## src/rtl/mult_arb_ctrl.sv

```systemverilog
// Two-requester round-robin front end for a shared combinational 4x4 array multiplier.
// Optional product accumulator enabled by defining MULT_ARB_ACC_EN.
module mult_arb_ctrl #(
  parameter int SETTLE_CYC = 1
) (
  input  logic       clk,
  input  logic       rst,
  input  logic       a_valid,
  input  logic       b_valid,
  output logic       a_ready,
  output logic       b_ready,
  input  logic [3:0] a_m,
  input  logic [3:0] a_q,
  input  logic [3:0] b_m,
  input  logic [3:0] b_q,
  output logic [3:0] mult_m,
  output logic [3:0] mult_q,
  input  logic [7:0] mult_p,
  output logic       rsp_valid,
  input  logic       rsp_ready,
  output logic [7:0] rsp_data,
  output logic       rsp_id
`ifdef MULT_ARB_ACC_EN
  ,
  input  logic        acc_clr,
  output logic [11:0] acc_out
`endif
);

  typedef enum logic [1:0] {IDLE, COMPUTE, RESP} state_t;

  localparam logic [3:0] LAST = 4'(SETTLE_CYC - 1);

  state_t     state, state_nxt;
  logic       ptr_b;          // 1: B wins a tie on the next contention
  logic [3:0] cnt;
  logic [3:0] op_m, op_q;
  logic       grant_a, grant_b;
  logic       accept, capture;

  assign grant_a = a_valid & (~b_valid | ~ptr_b);
  assign grant_b = b_valid & (~a_valid |  ptr_b);

  assign mult_m = op_m;
  assign mult_q = op_q;

  always_ff @(posedge clk) begin
    if (rst) state <= IDLE;
    else     state <= state_nxt;
  end

  always_comb begin
    state_nxt = state;
    a_ready   = 1'b0;
    b_ready   = 1'b0;
    rsp_valid = 1'b0;
    accept    = 1'b0;
    capture   = 1'b0;
    case (state)
      IDLE: begin
        a_ready = grant_a & ~rst;
        b_ready = grant_b & ~rst;
        if (grant_a | grant_b) begin
          accept    = 1'b1;
          state_nxt = COMPUTE;
        end
      end
      COMPUTE: begin
        if (cnt == LAST) begin
          capture   = 1'b1;
          state_nxt = RESP;
        end
      end
      RESP: begin
        rsp_valid = 1'b1;
        if (rsp_ready) state_nxt = IDLE;
      end
      default: state_nxt = IDLE;
    endcase
  end

  always_ff @(posedge clk) begin
    if (rst) begin
      ptr_b    <= 1'b0;
      cnt      <= '0;
      op_m     <= '0;
      op_q     <= '0;
      rsp_data <= '0;
      rsp_id   <= 1'b0;
    end else begin
      if (accept) begin
        op_m   <= grant_b ? b_m : a_m;
        op_q   <= grant_b ? b_q : a_q;
        rsp_id <= grant_b;
        ptr_b  <= grant_a;   // point at whoever lost
        cnt    <= '0;
      end else if (state == COMPUTE) begin
        cnt <= cnt + 4'd1;
      end
      if (capture) rsp_data <= mult_p;
    end
  end

`ifdef MULT_ARB_ACC_EN
  // A clear coinciding with a capture starts the new sum from this product.
  always_ff @(posedge clk) begin
    if (rst)                    acc_out <= '0;
    else if (acc_clr & capture) acc_out <= {4'b0, mult_p};
    else if (acc_clr)           acc_out <= '0;
    else if (capture)           acc_out <= acc_out + {4'b0, mult_p};
  end
`endif

endmodule

```

## config.mk

```make
export PLATFORM = sky130hd
export DESIGN_NAME = mult_arb_ctrl
export DESIGN_NICKNAME = d
export VERILOG_FILES = /design/src/rtl/mult_arb_ctrl.sv
export SDC_FILE = /design/constraint.sdc
export NUM_CORES = 1
export LEC_CHECK = 0
export ABC_CLOCK_PERIOD_IN_PS = 3000
export CAP_MARGIN = 20
export CORE_MARGIN = 8
export CORE_UTILIZATION = 44
export CTS_CLUSTER_SIZE = 16
export DETAILED_ROUTE_END_ITERATION = 7
export PLACE_DENSITY_LB_ADDON = 0.05
export SLEW_MARGIN = 20
export SYNTH_ARGS = -nofsm -noshare
export SYNTH_HDL_FRONTEND = slang
export SYNTH_SLANG_ARGS = --single-unit
```

## constraint.sdc

```tcl
create_clock -name clk -period 3 [get_ports clk]
set_clock_uncertainty 0.1 [all_clocks]
set_input_delay 0.45 -clock clk [delete_from_list [all_inputs] [get_ports clk]]
set_output_delay 0.45 -clock clk [all_outputs]
set_load 0.005 [all_outputs]
```

==> results summary, run 1 <==
The initial utilization of the core area, before any placement, comes to 0.462. The clock sink count is 24. The number of warning messages in the yosys log came out at 0. The initial antenna violation count came out at 0. Sorting the synthesized cells by area gives the leading types as sky130_fd_sc_hd__dfxtp_1, sky130_fd_sc_hd__a21oi_1, sky130_fd_sc_hd__a311oi_1. The critical-path maximum fanout came out at 9.

For this design the static power due to leakage is 0.625 nW. For the pin with the worst max-slew slack, the measured transition is 0.684 ns. The switching share of power is 0.284. The buffer levels on the longest clock path came out at 2. The path class of the tightest hold or removal check is flip-flop to flip-flop. The final period demand of the worst path is 2.53 ns. The synthesized netlist cell count came out at 139. The average cell area after synthesis came out at 8.16 sq um. The number of antenna cells inserted came out at 0. The sequential fraction of design power is 0.512. TritonCTS built the clock tree.

CTS built an H-tree with a depth of 1. Walking the worst path, the cells encountered are clkdlybuf4s50_1, nor2b_1, nor4b_1, clkdlybuf4s50_1. Headroom to the max-slew limit came out at 0.541.

Of the cells placed in the final design, the portion with a size suffix greater than 1 is 0.0387. The number of hold-slack violations in the final timing report is 0. The share of power burned in combinational logic is 0.296. The final worst slack is 0.470 ns.

STA classifies the critical path endpoint as an output pin. The data arrival at the endpoint of the critical path came out at 1.98 ns. The final max-slew violation count is 0. The maximum vdd drop is 0.000335 V. The cell at the slowest stage of the critical path is sky130_fd_sc_hd__clkdlybuf4s50_1. The wire length reported by the detailed router is 3.16 mm. The total nets after synthesis is 170. During placement, the flow inserted port buffers numbering 48. The area overhead of the layout relative to synthesis came out at 45.5%. The detailed-route wire length per cell is 15.0 microns. The reported max-cap violation count came out at 0. The area of the core is 0.00245 sq mm. Timing would allow up to 395 MHz. In this design, the critical path's most frequently occurring cell is sky130_fd_sc_hd__clkdlybuf4s50_1. Setup violations remaining at the end of the flow were counted as 0. The die boundary height came out at 66.8 microns.

Setup repair after global routing left no endpoint under its margin. Buffers inserted to repair hold after CTS numbered 0. Dividing the detail-routed via count by the number of cells gives 5.43. The internal power summed over all cells came out at 0.517 mW. The maximum number of pins on one net before global-route repair is 20.

For this run, the register share of the synthesized area comes to 0.423. Once the clock tree was built, the resizer swapped 0 gates to a different size. The final total negative setup slack came out at 0 ns. The count of standard-cell rows came out at 18. The floorplan step defined a die boundary enclosing 0.00446 sq mm. The worst endpoint required time came out at 2.45 ns. Summing over every cut layer, the via total after detailed routing is 1145. Clock-pin slew was measured on the worst setup and hold paths at 0.13 ns. The analysis attributes to net switching a power of 0.205 mW. Measured on the finished design, the core utilization comes to 0.673. The commonest register cell after synthesis is sky130_fd_sc_hd__dfxtp_1. The worst slack at placement came out at 0.381 ns.

In this run the cell area measured after placement is 0.00162 sq mm. The aggregate global routing overflow is 0. For this run, asynchronously set or reset flops after synthesis account for 0. The share of Yosys cell area claimed by the top area cell type came out at 0.423. Summing every instance area after synthesis gives 0.00113 sq mm. Summing all non-filler instances in the final layout gives an area of 0.00165 sq mm. The placed wire-length estimate came out at 2.42 mm. After synthesis the netlist holds a flip-flop and latch count of 24. The clock latency on the worst-skew pair came out at 0.30 ns. The via count of the first global-routing pass is 1175. The number of filler instances in the final layout came out at 211. The count of distinct cell types in the synthesized netlist is 30. The number of iterations in the first detailed-routing pass came out at 4.

The remaining antenna violation count after routing is 0. The horizontal die dimension came out at 66.8 microns. The weighted congestion at the end of routability-driven global placement is 0.711. The first global-routing pass estimated 5.06 mm of wire. The clock buffer count from CTS came out at 3.

In this run, the number of DRC markers left after iteration 0 of detailed routing was 42. The final net count is 214. The number of ports placed on the die boundary came out at 49. The synthesized design contains 0 enable-type register cells. The worst setup path category is input pin to output pin. The largest area contributor in the netlist is sky130_fd_sc_hd__dfxtp_1. The cell at the root of the clock tree is sky130_fd_sc_hd__clkbuf_4. The total power density per cell area came out at 437 mW/mm^2. The overall global routing resource usage came out at 0.141.

The type of element launching the critical path is an input pin. The remaining design rule violation count is 0. The largest stage delay on the critical path came out at 0.52 ns. The share of the cycle needed by the critical path after routing came out at 0.843. The total setup buffers inserted after CTS came out at 0. The relative contribution of the clock network to total power is 0.192. The flow ran to the end, and the final reports show no timing, DRC or antenna violations.
sequential cells by signal, indices dropped and copies added (netlist names):
register / cells
rsp_data: 8
rsp_id: 1
cnt: 4
mult_m: 4
ptr_b: 1
state: 2
mult_q: 4
worst paths after layout:
path / from / to / slack, ns / cells past startpoint
worst max-delay path: a_valid / b_ready / 0.47 / 4
worst min register to register: rsp_data[5]$_SDFFE_PP0P_ / rsp_data[5]$_SDFFE_PP0P_ / 0.39 / 2
worst min-delay path: rsp_data[5]$_SDFFE_PP0P_ / rsp_data[5]$_SDFFE_PP0P_ / 0.39 / 2
worst max register to register: cnt[0]$_SDFFE_PP0P_ / rsp_data[2]$_SDFFE_PP0P_ / 1.18 / 5
layout make-up:
type / instances / area (sq um) / area share
clock buffers: 3 / 22.5 / 0.0136
inverters: 11 / 41.3 / 0.0250
multi-input cells: 92 / 567 / 0.343
flip-flops and latches: 24 / 480 / 0.291
well taps: 30 / 37.5 / 0.0227
repair buffers: 51 / 503 / 0.305
power groups by stage:
| stage | registers, mW | clock network, mW | logic (mW) |
|---|---|---|---|
| after floorplan | 0.375 | 0 | 0.102 |
| after global placement | 0.375 | 0 | 0.208 |
| after detailed placement | 0.375 | 0 | 0.214 |
| after CTS | 0.369 | 0.142 | 0.215 |
| after global routing | 0.374 | 0.156 | 0.233 |
| final | 0.370 | 0.139 | 0.214 |
worst max-delay path, delay by kind of cell:
kind | cells | cell delay [ns]
and+or+nand+nor | 2 | 0.54
buffers and inverters | 2 | 0.99
kinds of logic after synthesis:
kind of cell             after synthesis  share of synthesized area
AO/OA/AOI/OAI                         48                      0.251
XOR/XNOR                               2                     0.0154
adder cells (fa/ha/maj)                2                     0.0220
buffers and inverters                 23                     0.0816
flip-flops                            24                      0.423
multiplexers                           1                    0.00882
AND/OR/NAND/NOR                       39                      0.197
per-stage QoR:
| step | std cells | hold slack (ns) | total power, mW |
|---|---|---|---|
| after floorplan | 139 | 0.358 | 0.476 |
| after global placement | 208 | 0.364 | 0.583 |
| after detailed placement | 208 | 0.372 | 0.590 |
| after CTS | 211 | 0.390 | 0.726 |
| after global routing | 211 | 0.409 | 0.764 |
| final | 211 | 0.386 | 0.722 |
synthesized netlist by cell type (all sizes together) (2+ instances only):
master / count
dfxtp: 24
a21oi: 18
o21ai: 17
inv: 11
nand3: 10
or3: 9
a311oi: 8
buf: 6
clkbuf: 6
nor2: 4
nor2b: 4
nor3: 4
ha: 2
nand2b: 2
placed cells by master, fill, tap and decap left out, types with 3 or more instances in the layout:
cell type	instances
sky130_fd_sc_hd__clkdlybuf4s50_1	48
sky130_fd_sc_hd__buf_4	3
sky130_fd_sc_hd__nor2_1	4
sky130_fd_sc_hd__clkbuf_4	3
sky130_fd_sc_hd__o21ai_1	9
sky130_fd_sc_hd__o21ai_0	8
sky130_fd_sc_hd__inv_1	11
sky130_fd_sc_hd__dfxtp_1	24
sky130_fd_sc_hd__a311oi_1	8
sky130_fd_sc_hd__nand3_1	10
sky130_fd_sc_hd__nor3_1	3
sky130_fd_sc_hd__or3_1	9
sky130_fd_sc_hd__nor2b_1	4
sky130_fd_sc_hd__a21oi_1	18
layer usage:
layer,vias up,global-route usage,share of wire
met4,0,0.0613,0.0095
li1,581,-,-
met1,517,0.147,0.41
met3,4,0.0537,0.096
met5,-,0,0
met2,43,0.245,0.48
No activity file was read; power rests on OpenSTA's default activity.
==> run 2, diff against run 1 <==
--- a/config.mk
+++ b/config.mk
@@ -5,10 +5,10 @@
 export SDC_FILE = /design/constraint.sdc
 export NUM_CORES = 1
 export LEC_CHECK = 0
-export ABC_CLOCK_PERIOD_IN_PS = 3000
+export ABC_CLOCK_PERIOD_IN_PS = 2500
 export CAP_MARGIN = 20
 export CORE_MARGIN = 8
-export CORE_UTILIZATION = 44
+export CORE_UTILIZATION = 41
 export CTS_CLUSTER_SIZE = 16
 export DETAILED_ROUTE_END_ITERATION = 7
 export PLACE_DENSITY_LB_ADDON = 0.05
==> constraint.sdc (replaced) <==
create_clock -name clk -period 2.5 [get_ports clk]
set_clock_uncertainty 0.1 [all_clocks]
set_input_delay 0.375 -clock clk [delete_from_list [all_inputs] [get_ports clk]]
set_output_delay 0.375 -clock clk [all_outputs]
set_load 0.005 [all_outputs]
==> run 2 against run 1 <==
  * First-iteration DRC count grew 19%
  * Largest power group unchanged
  * Critical path type unchanged
  * Final cell count increased by 2.8%
  * Clock power is 50% higher
==> results summary, run 2 (synthesized netlist as in run 1, its figures left out) <==
The number of design-rule violations left by the first detailed-router iteration came out at 50. The cell at the root of the clock tree is sky130_fd_sc_hd__clkbuf_4. The total setup violations reported at the end of the flow came out at 0.

The final net count came out at 218. The die boundary height is 68.6 microns. The starting density of the core came out at 0.422. The clock latency on the worst-skew pair is 0.31 ns. The final period demand of the worst path came out at 2.37 ns. Counting the fill cells in the layout gives 246.

The buffer levels on the longest clock path came out at 2. The number of cells upsized or downsized after cts came out at 0. Setup repair after global routing left no endpoint under its margin. The floorplan has 19 rows. The area overhead of the layout relative to synthesis came out at 49.1%.

The number of iterations in the first detailed-routing pass is 4. The cell at the slowest stage of the critical path is sky130_fd_sc_hd__clkdlybuf4s50_1. The final max-slew violation count is 0.

The CTS clock-pin slew for the worst setup and hold paths is 0.14 ns. The initial antenna violation count is 0. The number of ports placed on the die boundary is 49. The via-per-instance ratio came out at 5.41. The horizontal die dimension is 68.6 microns. The area occupied by multi-input gates is 562 sq um. The flow ran to the end, and the final reports show no timing, DRC or antenna violations. The overall global routing resource usage is 0.134. The number of hold-slack violations in the final timing report is 0.

The worst hold path belongs to the class flip-flop to flip-flop. The maximum operating frequency is 421 MHz. Once the clock tree was built, the setup fixing pass inserted 0 buffers. The global-route wire length before repair came out at 5.04 mm. Walking the worst path, the cells encountered are clkdlybuf4s50_1, nor2b_1, nor4b_1, clkdlybuf4s50_1. Routability-driven placement finished with a final weighted congestion of 0.735. The detailed-route wire length per cell came out at 14.7 microns. The worst slew slack as a fraction of its limit came out at 0.630. The remaining design rule violation count came out at 0.

The aggregate global routing overflow is 0. The placed wire-length estimate came out at 2.38 mm. The critical-path maximum fanout came out at 5. For the pin with the worst max-slew slack, the measured transition is 0.556 ns.

STA puts the critical path data required time at 2.03 ns. The share of the cycle needed by the critical path after routing came out at 0.950. The worst setup path is captured at an output pin. The via total after detailed routing is 1175.

Across the VDD grid, the largest voltage drop is 0.000355 V. The final non-filler cell total is 217. The floorplan step defined a core boundary enclosing 0.00269 sq mm. The worst setup path category is input pin to output pin. The wire length reported by the detailed router came out at 3.19 mm. The maximum number of pins on one net before global-route repair is 24.

The number of port buffers came out at 48. The flop-to-flop setup slack is 0.66 ns. The number of antenna cells inserted is 0. CTS built an H-tree with a depth of 1. The via count of the first global-routing pass is 1157. The number of flip-flops in the largest register is 8.

Leaving out fill and tap cells, the most frequent cell in the layout is sky130_fd_sc_hd__clkdlybuf4s50_1. The area enclosed by the die boundary came out at 0.00471 sq mm. Max-cap violations in this run came to 0. The top cell types in the final layout, fill and taps aside, are sky130_fd_sc_hd__clkdlybuf4s50_1, sky130_fd_sc_hd__dfxtp_1, sky130_fd_sc_hd__a21oi_1. The minimum hold slack is 0.389 ns.

The final total negative setup slack is 0 ns. The clock buffer count from CTS came out at 3. Once detail routing completed, the nets flagged for antenna violations numbered 0. The sequential cell area in the final layout is 480 sq um.

In the final layout, the share of cells above drive strength 1 is 0.0591. The share of the core filled with cells is 0.630. The post-cts hold buffer count is 0. The data arrival at the endpoint of the critical path is 1.90 ns. More flip-flops sit in one register than any other, and that register is rsp_data. The most common cell type on the critical path is sky130_fd_sc_hd__clkdlybuf4s50_1. The worst setup path is launched from an input pin. The clock sink count came out at 24. The largest stage delay on the critical path came out at 0.57 ns.

The total placed cells including tap cells came out at 213. The leakage component of the power is 0.650 nW. The total power density per cell area is 542 mW/mm^2. TritonCTS built the clock tree.
==> run 2: changes by cell type in the layout (fill, tap and decap cells not counted), sizes merged <==
cell / delta
buf: +4
clkbuf: +1
==> run 2: final cells by class <==
| cell class | count | area share |
|---|---|---|
| Clock buffer | 4 | 0.0214 |
| Inverter | 11 | 0.0244 |
| Multi-Input combinational cell | 92 | 0.332 |
| Sequential cell | 24 | 0.284 |
| Tap cell | 31 | 0.0229 |
| Timing Repair Buffer | 55 | 0.315 |
==> run 2: path summary, 6_finish.rpt <==
check,start,cells past startpoint,to
max reg2reg,cnt[0]$_SDFFE_PP0P_,5,rsp_data[2]$_SDFFE_PP0P_
min,rsp_data[0]$_SDFFE_PP0P_,2,rsp_data[0]$_SDFFE_PP0P_
min reg2reg,rsp_data[0]$_SDFFE_PP0P_,2,rsp_data[0]$_SDFFE_PP0P_
max,a_valid,4,b_ready
==> run 2: metrics by stage <==
stage               setup WS (ns)  instance area (sq um)  total power [mW]
floorplan                   0.960                   1130             0.572
global placement            0.201                   1660             0.712
detailed placement          0.138                   1660             0.719
CTS                         0.109                   1690             0.928
global route               0.0572                   1690             0.969
finish                      0.126                   1690             0.916
==> run 2: where the power goes <==
| group | internal (mW) | switching (mW) | total [mW] |
|---|---|---|---|
| Combinational | 0.154 | 0.113 | 0.267 |
| Sequential | 0.418 | 0.0234 | 0.442 |
| Clock | 0.0889 | 0.119 | 0.208 |
| Total | 0.661 | 0.255 | 0.916 |
==> run 2: per-layer routing <==
metal | GRT usage | share of wire
met1 | 0.152 | 0.42
met2 | 0.238 | 0.50
met3 | 0.0372 | 0.077
met4 | 0.0384 | 0.0056
met5 | 0 | 0
==> run 2: worst max-delay path: cells and delay by family <==
kind	cells	cell delay [ns]
buffers and inverters	2	1.04
and+or+nand+nor	2	0.48
==> run 3, diff against run 2 <==
--- a/config.mk
+++ b/config.mk
@@ -6,7 +6,7 @@
 export NUM_CORES = 1
 export LEC_CHECK = 0
 export ABC_CLOCK_PERIOD_IN_PS = 2500
-export CAP_MARGIN = 20
+export CAP_MARGIN = 0
 export CORE_MARGIN = 8
 export CORE_UTILIZATION = 41
 export CTS_CLUSTER_SIZE = 16
==> results of run 3 <==
The final DEF is identical to that of run 2; final timing and power are the same.
